$ cat src/rtl/cam_pkg.sv
// rtl/cam_pkg.sv - shared types and constants for the synthetic camera stream generator
package cam_pkg;

   typedef enum logic [2:0] {
      IDLE,
      VSYNC,
      VBACK,
      ACTIVE,
      HBLANK,
      VFRONT
   } state_t;

   localparam logic [1:0] PAT_RAMP  = 2'd0;
   localparam logic [1:0] PAT_BARS  = 2'd1;
   localparam logic [1:0] PAT_SOLID = 2'd2;
   localparam logic [1:0] PAT_ROW   = 2'd3;

   // RGB565 colour bars, left to right
   localparam logic [15:0] BAR_RGB [0:7] = '{
      16'hFFFF, 16'hFFE0, 16'h07FF, 16'h07E0,
      16'hF81F, 16'hF800, 16'h001F, 16'h0000
   };

   // Bits needed to hold 0..max_count-1, never less than one
   function automatic int cnt_width(input int max_count);
      return (max_count <= 1) ? 1 : $clog2(max_count);
   endfunction

endpackage

$ cat src/rtl/cam_pattern_gen.sv
// rtl/cam_pattern_gen.sv - combinational test-pattern byte for a given pattern, byte column and row
module cam_pattern_gen
   import cam_pkg::*;
#(
   parameter int          H_ACTIVE = 8,
   parameter int          COL_W    = 4,
   parameter int          ROW_W    = 1,
   parameter logic [15:0] SOLID    = 16'hF800
) (
   input  logic [1:0]       i_pat,
   input  logic [COL_W-1:0] i_col,
   input  logic [ROW_W-1:0] i_row,
   output logic [7:0]       o_byte
);

   logic [2:0]  w_bar;
   logic [15:0] w_rgb;

   always_comb begin
      w_bar  = 3'((32'(i_col) >> 1) / (H_ACTIVE / 8));
      w_rgb  = 16'h0000;
      o_byte = 8'h00;
      case (i_pat)
         PAT_RAMP:  o_byte = 8'(i_col);
         PAT_BARS:  w_rgb  = BAR_RGB[w_bar];
         PAT_SOLID: w_rgb  = SOLID;
         default:   o_byte = 8'(i_row);
      endcase
      // RGB565 goes out high byte on even columns, low byte on odd
      if (i_pat == PAT_BARS || i_pat == PAT_SOLID) begin
         o_byte = i_col[0] ? w_rgb[7:0] : w_rgb[15:8];
      end
   end

endmodule

$ cat src/rtl/cam_stream_gen.sv
// rtl/cam_stream_gen.sv - synthetic OV7670-style vsync/href/byte stream source for the capture FIFO
module cam_stream_gen
   import cam_pkg::*;
#(
   parameter int          H_ACTIVE  = 8,
   parameter int          V_ACTIVE  = 2,
   parameter int          H_BLANK   = 3,
   parameter int          VSYNC_LEN = 2,
   parameter int          V_BACK    = 2,
   parameter int          V_FRONT   = 1,
   parameter logic [15:0] SOLID     = 16'hF800
) (
   input  logic       clk,
   input  logic       reset,
   input  logic       pix_en,
   input  logic       enable,
   input  logic [1:0] pattern,
   input  logic       fifo_full,
   output logic       vsync,
   output logic       href,
   output logic [7:0] dout,
   output logic       frame_done,
   output logic       overrun
);

   localparam int LINE_BYTES = 2 * H_ACTIVE;
   localparam int GAP_A      = (VSYNC_LEN > V_BACK) ? VSYNC_LEN : V_BACK;
   localparam int GAP_B      = (H_BLANK > V_FRONT) ? H_BLANK : V_FRONT;
   localparam int GAP_MAX    = (GAP_A > GAP_B) ? GAP_A : GAP_B;
   localparam int COL_W      = cnt_width(LINE_BYTES);
   localparam int CNT_W      = cnt_width(GAP_MAX);
   localparam int ROW_W      = cnt_width(V_ACTIVE);

   localparam logic [COL_W-1:0] COL_LAST = COL_W'(LINE_BYTES - 1);
   localparam logic [ROW_W-1:0] ROW_LAST = ROW_W'(V_ACTIVE - 1);
   localparam logic [CNT_W-1:0] VS_LAST  = CNT_W'(VSYNC_LEN - 1);
   localparam logic [CNT_W-1:0] VB_LAST  = CNT_W'(V_BACK - 1);
   localparam logic [CNT_W-1:0] HB_LAST  = CNT_W'(H_BLANK - 1);
   localparam logic [CNT_W-1:0] VF_LAST  = CNT_W'(V_FRONT - 1);

   state_t           r_state;
   logic [CNT_W-1:0] r_cnt;
   logic [COL_W-1:0] r_col;
   logic [ROW_W-1:0] r_row;
   logic [1:0]       r_pat;
   logic             r_vsync;
   logic             r_href;
   logic [7:0]       r_dout;
   logic             r_frame_done;
   logic             r_overrun;

   state_t           w_state_nxt;
   logic [CNT_W-1:0] w_cnt_nxt;
   logic [COL_W-1:0] w_col_nxt;
   logic [ROW_W-1:0] w_row_nxt;
   logic [1:0]       w_pat_nxt;
   logic             w_start;
   logic             w_frame_done_nxt;
   logic [7:0]       w_byte;

   // The byte is looked up from next-cycle col/row so it lands with href
   cam_pattern_gen #(
      .H_ACTIVE(H_ACTIVE),
      .COL_W   (COL_W),
      .ROW_W   (ROW_W),
      .SOLID   (SOLID)
   ) u_pattern (
      .i_pat (w_pat_nxt),
      .i_col (w_col_nxt),
      .i_row (w_row_nxt),
      .o_byte(w_byte)
   );

   always_comb begin
      w_state_nxt = r_state;
      w_cnt_nxt   = r_cnt;
      w_col_nxt   = r_col;
      w_row_nxt   = r_row;
      w_pat_nxt   = r_pat;
      w_start     = 1'b0;
      case (r_state)
         IDLE: w_start = enable;
         VSYNC: begin
            if (r_cnt == VS_LAST) begin
               w_state_nxt = VBACK;
               w_cnt_nxt   = '0;
            end else begin
               w_cnt_nxt = r_cnt + CNT_W'(1);
            end
         end
         VBACK: begin
            if (r_cnt == VB_LAST) begin
               w_state_nxt = ACTIVE;
               w_cnt_nxt   = '0;
               w_col_nxt   = '0;
            end else begin
               w_cnt_nxt = r_cnt + CNT_W'(1);
            end
         end
         ACTIVE: begin
            if (r_col == COL_LAST) begin
               w_state_nxt = HBLANK;
               w_col_nxt   = '0;
               w_cnt_nxt   = '0;
            end else begin
               w_col_nxt = r_col + COL_W'(1);
            end
         end
         HBLANK: begin
            if (r_cnt != HB_LAST) begin
               w_cnt_nxt = r_cnt + CNT_W'(1);
            end else if (r_row != ROW_LAST) begin
               w_state_nxt = ACTIVE;
               w_row_nxt   = r_row + ROW_W'(1);
               w_col_nxt   = '0;
               w_cnt_nxt   = '0;
            end else begin
               w_state_nxt = VFRONT;
               w_cnt_nxt   = '0;
            end
         end
         VFRONT: begin
            if (r_cnt != VF_LAST) begin
               w_cnt_nxt = r_cnt + CNT_W'(1);
            end else if (enable) begin
               w_start = 1'b1;
            end else begin
               w_state_nxt = IDLE;
               w_cnt_nxt   = '0;
            end
         end
         default: w_state_nxt = IDLE;
      endcase
      // Frame start: the only place the pattern selection is taken
      if (w_start) begin
         w_state_nxt = VSYNC;
         w_cnt_nxt   = '0;
         w_col_nxt   = '0;
         w_row_nxt   = '0;
         w_pat_nxt   = pattern;
      end
      w_frame_done_nxt = (w_state_nxt == VFRONT) && (w_cnt_nxt == VF_LAST);
   end

   always_ff @(posedge clk) begin
      if (!reset) begin
         r_state      <= IDLE;
         r_cnt        <= '0;
         r_col        <= '0;
         r_row        <= '0;
         r_pat        <= PAT_RAMP;
         r_vsync      <= 1'b0;
         r_href       <= 1'b0;
         r_dout       <= 8'h00;
         r_frame_done <= 1'b0;
         r_overrun    <= 1'b0;
      end else begin
         r_frame_done <= 1'b0;
         if (pix_en) begin
            r_overrun    <= r_overrun | (r_href & fifo_full);
            r_state      <= w_state_nxt;
            r_cnt        <= w_cnt_nxt;
            r_col        <= w_col_nxt;
            r_row        <= w_row_nxt;
            r_pat        <= w_pat_nxt;
            r_vsync      <= (w_state_nxt == VSYNC);
            r_href       <= (w_state_nxt == ACTIVE);
            r_dout       <= (w_state_nxt == ACTIVE) ? w_byte : 8'h00;
            r_frame_done <= w_frame_done_nxt;
         end
      end
   end

   assign vsync      = r_vsync;
   assign href       = r_href;
   assign dout       = r_dout;
   assign frame_done = r_frame_done;
   assign overrun    = r_overrun;

endmodule

$ cat config.mk
export PLATFORM = sky130hd
export DESIGN_NAME = cam_stream_gen
export DESIGN_NICKNAME = d
export VERILOG_FILES = /design/src/rtl/cam_pkg.sv /design/src/rtl/cam_pattern_gen.sv /design/src/rtl/cam_stream_gen.sv
export SDC_FILE = /design/constraint.sdc
export NUM_CORES = 1
export LEC_CHECK = 0
export BUFFER_PORTS_ARGS = -buffer_cell sky130_fd_sc_hd__buf_2
export CORE_ASPECT_RATIO = 1.2
export CORE_MARGIN = 3
export CORE_UTILIZATION = 40
export DETAILED_ROUTE_END_ITERATION = 8
export GPL_ROUTABILITY_DRIVEN = 0
export SYNTH_ARGS = -nofsm -noshare
export SYNTH_HDL_FRONTEND = slang
export SYNTH_SLANG_ARGS = --single-unit
export TNS_END_PERCENT = 10
$ cat constraint.sdc
create_clock -name clk -period 3.95 [get_ports clk]
set_clock_uncertainty 0.15 [all_clocks]
set_input_delay 0.1975 -clock clk [delete_from_list [all_inputs] [get_ports clk]]
set_output_delay 0.1975 -clock clk [all_outputs]
set_load 0.1 [all_outputs]
==> results <==
- The fmax is 0.290 GHz.
- After clock tree synthesis, the repair step resized 0 gates.
- Clock tree synthesis selected as its root buffer the cell sky130_fd_sc_hd__clkbuf_8.
- Traced cell by cell, the critical path runs through nor2_1, o21a_1, mux2i_1, inv_1, ha_1, nor2b_1, nor2_1, a211oi_1, o2111ai_1, nand3_1.
- For this design, the sink count on the clock tree is 22.
- In this design, the critical path's most frequently occurring cell is sky130_fd_sc_hd__nor2_1.
- The total standard cell area after synthesis is 1520 um2.
- The required arrival time at the worst endpoint is 4.00 ns.
- The launch point of the critical path is r_state[0].
- The worst endpoint data arrival time is 3.50 ns.
- Internal power comes to 352 uW.
- The total of hold buffers inserted after clock tree synthesis is 0.
- The later pin in the worst-skew pair is clocked with a latency of 0.26 ns.
- The maximum fanout count along the critical path is 19.
- The count of port buffers added during placement is 18.
- In the routed design, unresolved DRC markers number 0.
- The number of maximum-capacitance constraint violations is 0.
- The last element of the critical path is dout[3].
- Measured in cells, the most critical reg-to-reg path has a length of 10.
- The run finished with clean final reports.
- The minimum period implied by the final worst setup slack is 3.45 ns.
- The number of max-slew violations in the final report is 0.
- The number of nets in the synthesized netlist is 205.
- The initial antenna violation count is 0.
- The share of final-layout standard cells stronger than drive strength 1 is 0.147.
- Power spread over the standard cell area amounts to 306 nW/um2.
- The clock buffer count from CTS is 3.
- The portion of the post-synthesis area used by sequential elements is 0.289.
- The width of the die is 62.3 um.
- In this run the critical register-to-register path is captured at dout[3].
- The total setup buffers inserted after CTS is 0.
- In this run the number of H-tree levels came out at 1.
- The category of the critical setup timing path is reg -> reg.
- The number of enable flip-flop cells after synthesis is 0.
- The length of the first detailed-routing pass in iterations is 5.
- The most instantiated flip-flop cell in the synthesis netlist is sky130_fd_sc_hd__dfxtp_1.
- Sorting the synthesized cells by how often they occur yields sky130_fd_sc_hd__nor2_1, sky130_fd_sc_hd__dfxtp_1, sky130_fd_sc_hd__a21oi_1.
- The slowest stage of the critical path belongs to the cell sky130_fd_sc_hd__o21a_1.
- The worst setup path is captured at a flop.
- The number of logic stages on the critical path including buffering is 10.
- The final setup TNS is 0 ns.
- The die covers 4590 um2.
- The area growth from synthesis to layout is 8.78%.
- The number of warnings reported in the yosys synthesis log is 0.
- The kind of cell adding the most delay to the critical path is compound AO/OA/AOI/OAI gates.
- Once detail routing completed, the nets flagged for antenna violations numbered 0.
- The die outline height is 73.6 um.
- The number of vias per cell after detailed routing is 5.64.
- The share of power burned in the clock network is 0.319.
- A synthesized cell averages 8.06 um2.
- Across every metal layer, demand over resource in global routing totals 0.165.
- The clock slew seen by the registers of the worst setup and hold paths is 0.08 ns.
- The buffer levels on the longest clock path is 2.
- Setup slack on the worst reg-to-reg path comes out at 0.50 ns.
- Counting flops with an async set or reset pin after synthesis yields a share of 0.
- The total wire length is 3520 um.
- Summed over all nets, the half-perimeter wirelength after detailed placement is 2680 um.
- The longest individual stage delay on the worst path is 0.54 ns.
- The number of failing hold endpoints at the final stage is 0.
- The fraction of synthesized cell area taken by the top area cell type is 0.289.
- The violation count after the first detailed-routing iteration is 127.
- The final routed wire length divided by cell count is 14.3 um.
- The top-level I/O count is 19.
- The worst hold path class is in -> reg.
- The via count of the first global-routing pass was 1399.
- The floorplan core area is 3510 um2.
- The switching part of the total power is 0.306.
- The number of buffers and inverters on the critical path is 1.
- Dividing the final minimum period by the clock period gives 0.873.
- The distinct cell type count after synthesis is 51.
- The worst pin sits at a relative slew slack of 0.618.
- The reg-to-reg startpoint is r_state[0].
- Summing over every cut layer, the via total after detailed routing is 1393.
- In this run the core area contains 23 standard-cell rows.
- The share of total power dissipated in sequential elements is 0.464.
- Setup violations remaining at the end of the flow were counted as 0.
- The maximum number of pins on one net before global-route repair is 20.
- The first global-routing pass estimated 6250 um of wire.
- The measured slew at the worst slew-check pin is 0.573 ns.
- The utilization after layout is 0.472.
- The number of storage elements in the synthesis netlist is 22.
- The startpoint type of the worst setup path is a flop.
- The initial core utilization is 0.434.
- In the post-synthesis netlist, the cell with the most instances is sky130_fd_sc_hd__nor2_1.
- In the synthesized netlist, the number of instances is 189.
- The combinational cell fraction of total power is 0.216.
- Of all cell types, the one taking the most synthesized area is sky130_fd_sc_hd__dfxtp_1.
- TritonCTS built the clock tree.
- 0 antenna diodes ended up in the layout.
- By area the synthesized netlist is led by sky130_fd_sc_hd__dfxtp_1, sky130_fd_sc_hd__ha_1, sky130_fd_sc_hd__nor2_1, sky130_fd_sc_hd__mux2i_1, sky130_fd_sc_hd__a21oi_1.
- Setup repair after global routing left no endpoint under its margin.
- The total overflow left after global routing is 0.
- IR analysis of the VDD net gives a maximum drop of 0.000150 V.
- The net switching power figure is 155 uW.
- The final layout contains 214 nets.
- For this design the static power due to leakage is 0.695 nW.
[logic make-up after synthesis]
| group | after synthesis | share of synthesized area |
|---|---|---|
| simple gates | 76 | 0.262 |
| mux | 10 | 0.0673 |
| flops | 22 | 0.289 |
| fa+ha+maj | 9 | 0.0739 |
| buf+inv | 25 | 0.0780 |
| compound gates | 47 | 0.230 |
[how the worst min path moves through the flow]
stage	end	slack, ns	start	cells past startpoint
floorplan	overrun	0.21	fifo_full	2
global placement	dout[4]	0.29	dout[4]	2
detailed placement	dout[4]	0.29	dout[4]	2
CTS	overrun	0.03	fifo_full	3
global route	overrun	0.07	fifo_full	3
finish	overrun	0.03	fifo_full	3
[through the flow]
step                area (um2)  power [mW]  setup slack [ns]  hold slack [ns]  cells
global placement          1600       0.347             0.750            0.292    243
detailed placement        1600       0.351             0.523            0.288    243
floorplan                 1520       0.329              1.05            0.215    189
finish                    1660       0.507             0.500           0.0309    247
global route              1660       0.531            0.0803           0.0723    247
CTS                       1660       0.509             0.493           0.0350    247
[cells in the final DEF, fill, tap and decap left out, types with 5 or more instances in the layout]
master,synthesis,routed
sky130_fd_sc_hd__ha_1,9,9
sky130_fd_sc_hd__nand4_1,5,5
sky130_fd_sc_hd__dfxtp_1,22,22
sky130_fd_sc_hd__nand2_1,9,9
sky130_fd_sc_hd__a21oi_1,13,13
sky130_fd_sc_hd__inv_1,9,9
sky130_fd_sc_hd__a211oi_1,8,8
sky130_fd_sc_hd__nor3_1,8,8
sky130_fd_sc_hd__nand3_1,8,8
sky130_fd_sc_hd__nor2_1,26,26
sky130_fd_sc_hd__buf_2,5,18
sky130_fd_sc_hd__mux2i_1,8,8
[metal layers]
metal | track usage | up-vias | share of wire
li1 | - | 700 | -
met1 | 0.199 | 651 | 0.45
met2 | 0.313 | 36 | 0.51
met3 | 0.0229 | 6 | 0.034
met4 | 0.0343 | 0 | 0.012
met5 | 0 | - | 0
[final cells by class]
cell class              instances  area (um2)
clock buffers                   4        55.1
fillers                       384        1850
inverters                      10        37.5
well taps                      50        62.6
repair buffers                 19        97.6
multi-input cells             142         965
flip-flops and latches         22         440
[worst register-to-register path, delay by kind of cell (launching register included)]
kind            cells  cell delay, ns
fa+ha+maj           1            0.35
compound gates      3            0.99
simple gates        4            0.88
buf+inv             1            0.12
flops               1            0.49
mux                 1            0.40
[state kept, by name, summed over array words and instances, names as in the netlist, 2 cells and up]
name     cells
r_state      3
dout         6
r_cnt        2
r_pat        2
r_col        4
[power by group through the flow]
stage                     clock, mW  sequential [mW]  combinational [mW]
after floorplan                   0            0.247              0.0817
after global placement            0            0.240               0.107
after detailed placement          0            0.241               0.110
after CTS                     0.163            0.235               0.110
after global routing          0.172            0.237               0.123
final                         0.162            0.235               0.110
Note: power is estimated with default switching activity, not from simulation.
